[src/rtl/tsn_cbs_shaper_if.sv]
// Port-side bundle of the credit-based shaper: scheduler, MAC frame markers,
// configuration and debug signals.
interface tsn_cbs_shaper_if #(
    parameter int unsigned QUEUE_NUM = 8,
    parameter int unsigned CREDIT_W  = 20,
    parameter int unsigned SLOPE_W   = 12,
    parameter int unsigned QID_W     = 3
);
    logic [QUEUE_NUM-1:0] i_cbs_en;
    logic [QUEUE_NUM-1:0] i_q_empty;
    logic                 i_sched_req;
    logic [QUEUE_NUM-1:0] o_elig;
    logic                 o_elig_vld;
    logic                 i_tx_start;
    logic [QID_W-1:0]     i_tx_qid;
    logic                 i_tx_end;
    logic                 i_cfg_wr;
    logic [QID_W-1:0]     i_cfg_qid;
    logic [SLOPE_W-1:0]   i_cfg_idle;
    logic [SLOPE_W-1:0]   i_cfg_send;
    logic [CREDIT_W-1:0]  i_cfg_hi;
    logic [CREDIT_W-1:0]  i_cfg_lo;
    logic                 i_cfg_commit;
    logic                 o_cfg_busy;
    logic                 o_err;
    logic [QID_W-1:0]     i_dbg_qid;
    logic [CREDIT_W-1:0]  o_dbg_credit;

    modport slave (
        input  i_cbs_en, i_q_empty, i_sched_req, i_tx_start, i_tx_qid, i_tx_end,
               i_cfg_wr, i_cfg_qid, i_cfg_idle, i_cfg_send, i_cfg_hi, i_cfg_lo,
               i_cfg_commit, i_dbg_qid,
        output o_elig, o_elig_vld, o_cfg_busy, o_err, o_dbg_credit
    );

    modport master (
        output i_cbs_en, i_q_empty, i_sched_req, i_tx_start, i_tx_qid, i_tx_end,
               i_cfg_wr, i_cfg_qid, i_cfg_idle, i_cfg_send, i_cfg_hi, i_cfg_lo,
               i_cfg_commit, i_dbg_qid,
        input  o_elig, o_elig_vld, o_cfg_busy, o_err, o_dbg_credit
    );
endinterface

[src/rtl/tsn_cbs_shaper.sv]
// 802.1Qav credit-based shaper for one egress port: per-queue signed credit,
// registered eligibility mask, shadow config applied only between frames.
module tsn_cbs_shaper #(
    parameter int unsigned QUEUE_NUM = 8,
    parameter int unsigned CREDIT_W  = 20,
    parameter int unsigned SLOPE_W   = 12,
    parameter int unsigned QID_W     = 3
) (
    input  logic           i_clk,
    input  logic           i_rst_n,
    tsn_cbs_shaper_if.slave bus
);
    localparam int unsigned SUM_W = CREDIT_W + 1;

    typedef enum logic {ST_IDLE, ST_TX} state_t;

    state_t                     r_state;
    logic [QID_W-1:0]           r_cur_q;
    logic                       r_err;
    logic                       r_pending;
    logic [QUEUE_NUM-1:0]       r_elig;
    logic                       r_elig_vld;
    logic [CREDIT_W-1:0]        r_dbg_credit;

    logic [SLOPE_W-1:0]         r_sh_idle [QUEUE_NUM];
    logic [SLOPE_W-1:0]         r_sh_send [QUEUE_NUM];
    logic signed [CREDIT_W-1:0] r_sh_hi   [QUEUE_NUM];
    logic signed [CREDIT_W-1:0] r_sh_lo   [QUEUE_NUM];
    logic [SLOPE_W-1:0]         r_act_idle[QUEUE_NUM];
    logic [SLOPE_W-1:0]         r_act_send[QUEUE_NUM];
    logic signed [CREDIT_W-1:0] r_act_hi  [QUEUE_NUM];
    logic signed [CREDIT_W-1:0] r_act_lo  [QUEUE_NUM];
    logic signed [CREDIT_W-1:0] r_credit  [QUEUE_NUM];

    logic                       w_apply;
    logic signed [CREDIT_W-1:0] w_credit_nxt [QUEUE_NUM];
    logic [QUEUE_NUM-1:0]       w_elig;

    // Saturating credit step for one enabled queue, evaluated one bit wider than the credit.
    function automatic logic signed [CREDIT_W-1:0] f_credit_nxt(
        input logic signed [CREDIT_W-1:0] cr,
        input logic [SLOPE_W-1:0]         idle,
        input logic [SLOPE_W-1:0]         send,
        input logic signed [CREDIT_W-1:0] hi,
        input logic signed [CREDIT_W-1:0] lo,
        input logic                       in_tx,
        input logic                       empty
    );
        logic signed [SUM_W-1:0]    v_cr;
        logic signed [SUM_W-1:0]    v_sum;
        logic signed [CREDIT_W-1:0] v_res;
        v_cr  = SUM_W'(cr);
        v_sum = '0;
        v_res = '0;
        if (in_tx) begin
            v_sum = v_cr - $signed(SUM_W'(send));
            if (v_sum < SUM_W'(lo)) v_sum = SUM_W'(lo);
            v_res = v_sum[CREDIT_W-1:0];
        end else if (!empty || cr < 0) begin
            v_sum = v_cr + $signed(SUM_W'(idle));
            if (v_sum > SUM_W'(hi)) v_sum = SUM_W'(hi);
            if (empty && v_sum > 0) v_sum = '0;
            v_res = v_sum[CREDIT_W-1:0];
        end
        return v_res;
    endfunction

    // Config only switches banks when no frame is in flight or starting.
    assign w_apply = r_pending && (r_state == ST_IDLE) && !bus.i_tx_start;

    always_comb begin
        for (int q = 0; q < QUEUE_NUM; q++) begin
            w_credit_nxt[q] = '0;
            w_elig[q]       = bus.i_q_empty[q] ? 1'b0
                              : (!r_credit[q][CREDIT_W-1] || !bus.i_cbs_en[q]);
            if (bus.i_cbs_en[q]) begin
                w_credit_nxt[q] = f_credit_nxt(r_credit[q], r_act_idle[q], r_act_send[q],
                                               r_act_hi[q], r_act_lo[q],
                                               (r_state == ST_TX) && (r_cur_q == QID_W'(q)),
                                               bus.i_q_empty[q]);
            end
        end
    end

    // Port frame tracking; back-to-back end+start keeps the port in TX on the new queue.
    always_ff @(posedge i_clk or negedge i_rst_n) begin
        if (!i_rst_n) begin
            r_state <= ST_IDLE;
            r_cur_q <= '0;
            r_err   <= 1'b0;
        end else begin
            r_err <= 1'b0;
            case (r_state)
                ST_IDLE: begin
                    if (bus.i_tx_start) begin
                        r_state <= ST_TX;
                        r_cur_q <= bus.i_tx_qid;
                    end
                    if (bus.i_tx_end) r_err <= 1'b1;
                end
                ST_TX: begin
                    if (bus.i_tx_end) begin
                        if (bus.i_tx_start) r_cur_q <= bus.i_tx_qid;
                        else                r_state <= ST_IDLE;
                    end else if (bus.i_tx_start) begin
                        r_err <= 1'b1;
                    end
                end
                default: r_state <= ST_IDLE;
            endcase
        end
    end

    always_ff @(posedge i_clk or negedge i_rst_n) begin
        if (!i_rst_n) begin
            r_pending <= 1'b0;
            for (int q = 0; q < QUEUE_NUM; q++) begin
                r_sh_idle[q]  <= '0;
                r_sh_send[q]  <= '0;
                r_sh_hi[q]    <= '0;
                r_sh_lo[q]    <= '0;
                r_act_idle[q] <= '0;
                r_act_send[q] <= '0;
                r_act_hi[q]   <= '0;
                r_act_lo[q]   <= '0;
            end
        end else begin
            r_pending <= w_apply ? 1'b0 : (r_pending | bus.i_cfg_commit);
            if (w_apply) begin
                for (int q = 0; q < QUEUE_NUM; q++) begin
                    r_act_idle[q] <= r_sh_idle[q];
                    r_act_send[q] <= r_sh_send[q];
                    r_act_hi[q]   <= r_sh_hi[q];
                    r_act_lo[q]   <= r_sh_lo[q];
                end
            end
            if (bus.i_cfg_wr) begin
                r_sh_idle[bus.i_cfg_qid] <= bus.i_cfg_idle;
                r_sh_send[bus.i_cfg_qid] <= bus.i_cfg_send;
                r_sh_hi[bus.i_cfg_qid]   <= bus.i_cfg_hi;
                r_sh_lo[bus.i_cfg_qid]   <= bus.i_cfg_lo;
            end
        end
    end

    always_ff @(posedge i_clk or negedge i_rst_n) begin
        if (!i_rst_n) begin
            r_elig       <= '0;
            r_elig_vld   <= 1'b0;
            r_dbg_credit <= '0;
            for (int q = 0; q < QUEUE_NUM; q++) r_credit[q] <= '0;
        end else begin
            r_elig       <= w_elig;
            r_elig_vld   <= bus.i_sched_req;
            r_dbg_credit <= r_credit[bus.i_dbg_qid];
            for (int q = 0; q < QUEUE_NUM; q++)
                r_credit[q] <= w_apply ? '0 : w_credit_nxt[q];
        end
    end

    assign bus.o_elig       = r_elig;
    assign bus.o_elig_vld   = r_elig_vld;
    assign bus.o_cfg_busy   = r_pending;
    assign bus.o_err        = r_err;
    assign bus.o_dbg_credit = r_dbg_credit;
endmodule

[src/flat_wrapper.sv]
// flat-port wrapper written by rule: the top's interface ports become plain ports
module tsn_cbs_shaper_flat 
#(
    parameter int unsigned QUEUE_NUM = 8,
    parameter int unsigned CREDIT_W  = 20,
    parameter int unsigned SLOPE_W   = 12,
    parameter int unsigned QID_W     = 3
)
  (i_clk, i_rst_n, bus_i_cbs_en, bus_i_q_empty, bus_i_sched_req, bus_i_tx_start, bus_i_tx_qid, bus_i_tx_end, bus_i_cfg_wr, bus_i_cfg_qid, bus_i_cfg_idle, bus_i_cfg_send, bus_i_cfg_hi, bus_i_cfg_lo, bus_i_cfg_commit, bus_i_dbg_qid, bus_o_elig, bus_o_elig_vld, bus_o_cfg_busy, bus_o_err, bus_o_dbg_credit);
  tsn_cbs_shaper_if #(.QUEUE_NUM(QUEUE_NUM), .CREDIT_W(CREDIT_W), .SLOPE_W(SLOPE_W), .QID_W(QID_W)) bus_i ();
  input  logic i_clk;
  input  logic i_rst_n;
  input wire logic [$bits(bus_i.i_cbs_en)-1:0] bus_i_cbs_en;
  input wire logic [$bits(bus_i.i_q_empty)-1:0] bus_i_q_empty;
  input wire logic [$bits(bus_i.i_sched_req)-1:0] bus_i_sched_req;
  input wire logic [$bits(bus_i.i_tx_start)-1:0] bus_i_tx_start;
  input wire logic [$bits(bus_i.i_tx_qid)-1:0] bus_i_tx_qid;
  input wire logic [$bits(bus_i.i_tx_end)-1:0] bus_i_tx_end;
  input wire logic [$bits(bus_i.i_cfg_wr)-1:0] bus_i_cfg_wr;
  input wire logic [$bits(bus_i.i_cfg_qid)-1:0] bus_i_cfg_qid;
  input wire logic [$bits(bus_i.i_cfg_idle)-1:0] bus_i_cfg_idle;
  input wire logic [$bits(bus_i.i_cfg_send)-1:0] bus_i_cfg_send;
  input wire logic [$bits(bus_i.i_cfg_hi)-1:0] bus_i_cfg_hi;
  input wire logic [$bits(bus_i.i_cfg_lo)-1:0] bus_i_cfg_lo;
  input wire logic [$bits(bus_i.i_cfg_commit)-1:0] bus_i_cfg_commit;
  input wire logic [$bits(bus_i.i_dbg_qid)-1:0] bus_i_dbg_qid;
  output wire logic [$bits(bus_i.o_elig)-1:0] bus_o_elig;
  output wire logic [$bits(bus_i.o_elig_vld)-1:0] bus_o_elig_vld;
  output wire logic [$bits(bus_i.o_cfg_busy)-1:0] bus_o_cfg_busy;
  output wire logic [$bits(bus_i.o_err)-1:0] bus_o_err;
  output wire logic [$bits(bus_i.o_dbg_credit)-1:0] bus_o_dbg_credit;
  assign bus_i.i_cbs_en = bus_i_cbs_en;
  assign bus_i.i_q_empty = bus_i_q_empty;
  assign bus_i.i_sched_req = bus_i_sched_req;
  assign bus_i.i_tx_start = bus_i_tx_start;
  assign bus_i.i_tx_qid = bus_i_tx_qid;
  assign bus_i.i_tx_end = bus_i_tx_end;
  assign bus_i.i_cfg_wr = bus_i_cfg_wr;
  assign bus_i.i_cfg_qid = bus_i_cfg_qid;
  assign bus_i.i_cfg_idle = bus_i_cfg_idle;
  assign bus_i.i_cfg_send = bus_i_cfg_send;
  assign bus_i.i_cfg_hi = bus_i_cfg_hi;
  assign bus_i.i_cfg_lo = bus_i_cfg_lo;
  assign bus_i.i_cfg_commit = bus_i_cfg_commit;
  assign bus_i.i_dbg_qid = bus_i_dbg_qid;
  assign bus_o_elig = bus_i.o_elig;
  assign bus_o_elig_vld = bus_i.o_elig_vld;
  assign bus_o_cfg_busy = bus_i.o_cfg_busy;
  assign bus_o_err = bus_i.o_err;
  assign bus_o_dbg_credit = bus_i.o_dbg_credit;
  tsn_cbs_shaper #(.QUEUE_NUM(QUEUE_NUM), .CREDIT_W(CREDIT_W), .SLOPE_W(SLOPE_W), .QID_W(QID_W)) u_core (.i_clk(i_clk), .i_rst_n(i_rst_n), .bus(bus_i));
endmodule
[config.mk]
export PLATFORM = sky130hd
export DESIGN_NAME = tsn_cbs_shaper_flat
export DESIGN_NICKNAME = d
export VERILOG_FILES = /design/src/rtl/tsn_cbs_shaper_if.sv /design/src/rtl/tsn_cbs_shaper.sv /design/src/flat_wrapper.sv
export SDC_FILE = /design/constraint.sdc
export NUM_CORES = 2
export LEC_CHECK = 0
export ABC_AREA = 1
export BUFFER_PORTS_ARGS = -buffer_cell sky130_fd_sc_hd__buf_2
export CORE_MARGIN = 3
export CORE_UTILIZATION = 35
export DETAILED_ROUTE_END_ITERATION = 12
export GPL_TIMING_DRIVEN = 0
export PLACE_DENSITY = 0.46
export SLEW_MARGIN = 25
export SYNTH_ARGS = -nofsm -noshare
export SYNTH_HDL_FRONTEND = slang
export SYNTH_SLANG_ARGS = --single-unit
[constraint.sdc]
create_clock -name i_clk -period 12.4 [get_ports i_clk]
set_input_delay 3.1 -clock i_clk [delete_from_list [all_inputs] [get_ports i_clk]]
set_output_delay 3.1 -clock i_clk [all_outputs]
set_load 0.01 [all_outputs]
==> run_results.csv <==
group,metric,value,unit
logic_synthesis,synth_area_leaders,"dfrtp_1 42%, nand2_1 12%, ha_1 9.0%",
clock_network,clk_pin_slew,0.06,ns
route,wl_met3,19700,um
hold_path,min_to,"u_core.r_sh_idle[48]",
critical_path,slowest_stage,"a221oi_1",
place,pre_cts_slack,5.99,ns
global_route,grt_pass1_vias,63700,
clock_network,cts-buffers-inserted,150,
route,drt_wl_total,318000,um
sta,period_minus_slack,5.63,ns
route,vias,66100,
route,route.detailed.drc,0,
floorplan,fp.coreArea,205000,um^2
logic_synthesis,syn-num-nets,9973,
power_and_ir_drop,clock_power_share,0.239,
power_and_ir_drop,power.total,18.7,mW
route,first_pass_iters,6,
cells_and_area,fin_nets,10300,
critical_path,arrival,6.20,ns
clock_network,htreeDepth,4,
place,io_buffers,125,
place,place_area,77300,um^2
floorplan,rows,166,
place,dp_hpwl,251000,um
critical_path,required,12.98,ns
route,drt_iter0_drc,6049,
sta,relSlewSlack,0.220,
logic_synthesis,yosys_warnings,0,
route,vias_per_cell,5.28,
critical_path,r2r_cells,24,
global_route,grt_max_degree,129,
logic_synthesis,synth_ff_type,"dfrtp_1",
job,cap_violations,0,
global_route,grt-ovfl-total,0,
hold_path,hold_depth,2,
sta,finalCritPeriodShare,0.454,
critical_path,crit_path_max_fanout,10,
power_and_ir_drop,p_seq_frac,0.297,
logic_synthesis,synth_most_common_cell,"nand2_1",
critical_path,cp-start-kind,"primary input",
logic_synthesis,async_flop_share,1.00,
sta,setup_viol,0,
global_route,track_usage,0.297,
power_and_ir_drop,peakVddDrop,0.000145,V
sta,worst-slew-pin-transition,1.17,ns
logic_synthesis,ys_types,52,
clock_network,postCtsSetupBuffers,0,
clock_network,clkLatencyLatePin,0.82,ns
global_route,antenna_found_initial,65,
outcome,run_status,"finished, final reports clean",
sta,layout_setup_ws,6.77,ns
critical_path,path_common_cell,"clkbuf_1",
floorplan,fp.dieH,460,um
cells_and_area,layout-drive-gt1-share,0.0723,
cells_and_area,final_cells,12500,
hold_path,hp-start,"u_core.r_sh_idle[48]",
clock_network,cts_resized,0,
power_and_ir_drop,p_per_area,227,nW/um^2
hold_path,hold_class,"flop to flop",
floorplan,dieArea,212000,um^2
clock_network,clkSinkCount,1219,
sta,fmax,178,MHz
floorplan,die_x,460,um
logic_synthesis,ys_seq_area_frac,0.423,
logic_synthesis,synth_common_cells,"2,275 x nand2_1, 1,219 x dfrtp_1, 1,079 x inv_1",
cells_and_area,fin_util,0.402,
logic_synthesis,yosysTopAreaCell,"dfrtp_1",
route,routedLengthMet1,141000,um
power_and_ir_drop,comb_power_share,0.464,
logic_synthesis,synth_edf_count,0,
power_and_ir_drop,p_sw,8.39,mW
clock_network,hold_buffers,0,
route,highest_layer,"met4",
global_route,grt_pass1_wl,452000,um
sta,whs,0.479,ns
logic_synthesis,syn_area_per_cell,7.73,um^2
floorplan,start_util,0.352,
sta,finalHoldViolCount,0,
clock_network,cts_root_buffer,"clkbuf_16",
route,route.met2.wl,143000,um
clock_network,cts.path.max_buffers,3,
critical_path,worstPathCellList,"clkbuf_1 -> clkbuf_1 -> clkbuf_1 -> nand2_1 -> a221oi_1 -> a31oi_1",
logic_synthesis,postSynthCellCount,9341,
floorplan,ios,127,
sta,rsz0062_at_grt,"false",
power_and_ir_drop,swShare,0.448,
sta,slew_viol_final,0,
critical_path,reg2reg_from,"u_core.r_credit[20]",
place,gp_congestion,0.970,
power_and_ir_drop,leakage,42.1,nW
cells_and_area,area_growth,14.1,%
critical_path,endpoint_kind,"flop",
route,ant_nets,0,
logic_synthesis,synth_top_cell_area_share,0.423,
sta,skew,0.0400,ns
cells_and_area,post-route-cell-area,82300,um^2
critical_path,critical_path.max_stage_delay,0.95,ns
clock_network,cts_tree,"done",
place,dp_cells,12200,
route,wire_per_inst,25.4,um
logic_synthesis,syn_area,72200,um^2
critical_path,r2r_end,"u_core.r_credit[34]",
sta,setup_tns,0,ns
power_and_ir_drop,internal-power,10.3,mW
critical_path,critPathKind,"primary input to flop",
critical_path,reg2reg_slack,6.85,ns
logic_synthesis,synth.ff_latch_count,1219,
cells_and_area,fillers,21500,
how the worst max path moves through the flow:
stage                              startpoint                     endpoint  cells past startpoint
after detailed placement     bus_i_dbg_qid[0]  u_core.bus.o_dbg_credit[14]                      6
after global routing      u_core.r_credit[20]          u_core.r_credit[24]                     25
after global placement                i_rst_n         u_core.r_act_lo[113]                      1
final                        bus_i_dbg_qid[0]   u_core.bus.o_dbg_credit[0]                      6
after floorplan                bus_i_tx_start         u_core.r_act_hi[100]                      6
after CTS                    bus_i_dbg_qid[0]  u_core.bus.o_dbg_credit[14]                      6
placed cells by master, fill, tap and decap left out, types with 156 or more instances in the layout:
cell type  count
xor2_1       178
nor2_1       867
a21oi_1      964
ha_1         520
clkbuf_16    156
inv_1       1035
nand2_1     2275
o21ai_0      857
nand3_1      307
dfrtp_1     1219
clkbuf_1     322
logic make-up (layout without fill, tap and decap cells):
logic type / after synthesis / after routing / synth area share
muxes: 97 / 97 / 0.0151
other: 0 / 45 / 0
AOI/OAI and AO/OA: 2115 / 2115 / 0.157
xor gates and xnor gates: 227 / 227 / 0.0276
and+or+nand+nor: 3667 / 3667 / 0.204
buffers and inverters: 1480 / 1922 / 0.0797
adders and majority gates: 536 / 536 / 0.0946
DFF: 1219 / 1219 / 0.423
critical path, delay by kind of cell:
kind	cells	cell delay, ns
buf+inv	3	1.71
compound gates	2	1.25
simple gates	1	0.11
registers in the layout, summed over array words and instances, names as in the netlist, 3 cells and up:
register / count
u_core.r_act_hi: 160
u_core.r_act_lo: 160
u_core.r_credit: 160
u_core.r_sh_hi: 160
u_core.r_sh_lo: 160
u_core.r_act_idle: 96
u_core.r_act_send: 96
u_core.r_sh_idle: 96
u_core.r_sh_send: 96
u_core.bus.o_dbg_credit: 20
u_core.bus.o_elig: 8
u_core.r_cur_q: 3
final cells by class:
type,count,area [um^2],area share
multi-input cells,6642,35900,0.436
flip-flops and latches,1219,30500,0.371
clock buffers,210,4350,0.0528
inverters,1098,4120,0.0501
well taps,2688,3360,0.0409
repair buffers,173,1710,0.0208
plain buffers,382,1670,0.0202
clock inverters,59,577,0.00701
diodes,45,113,0.00137
metal layers:
metal	vias up	global-route usage
met5	-	0
met4	0	0.122
met3	428	0.0373
met2	2091	0.471
met1	32400	0.411
li1	31200	-
power by group through the flow:
stage,logic (mW),clock network [mW],registers [mW]
after CTS,8.62,4.55,5.54
after global routing,9.83,4.71,5.64
after detailed placement,8.57,0,5.60
after global placement,8.41,0,5.62
after floorplan,6.03,0,5.29
final,8.68,4.47,5.56
Note: power is estimated with default switching activity, not from simulation.
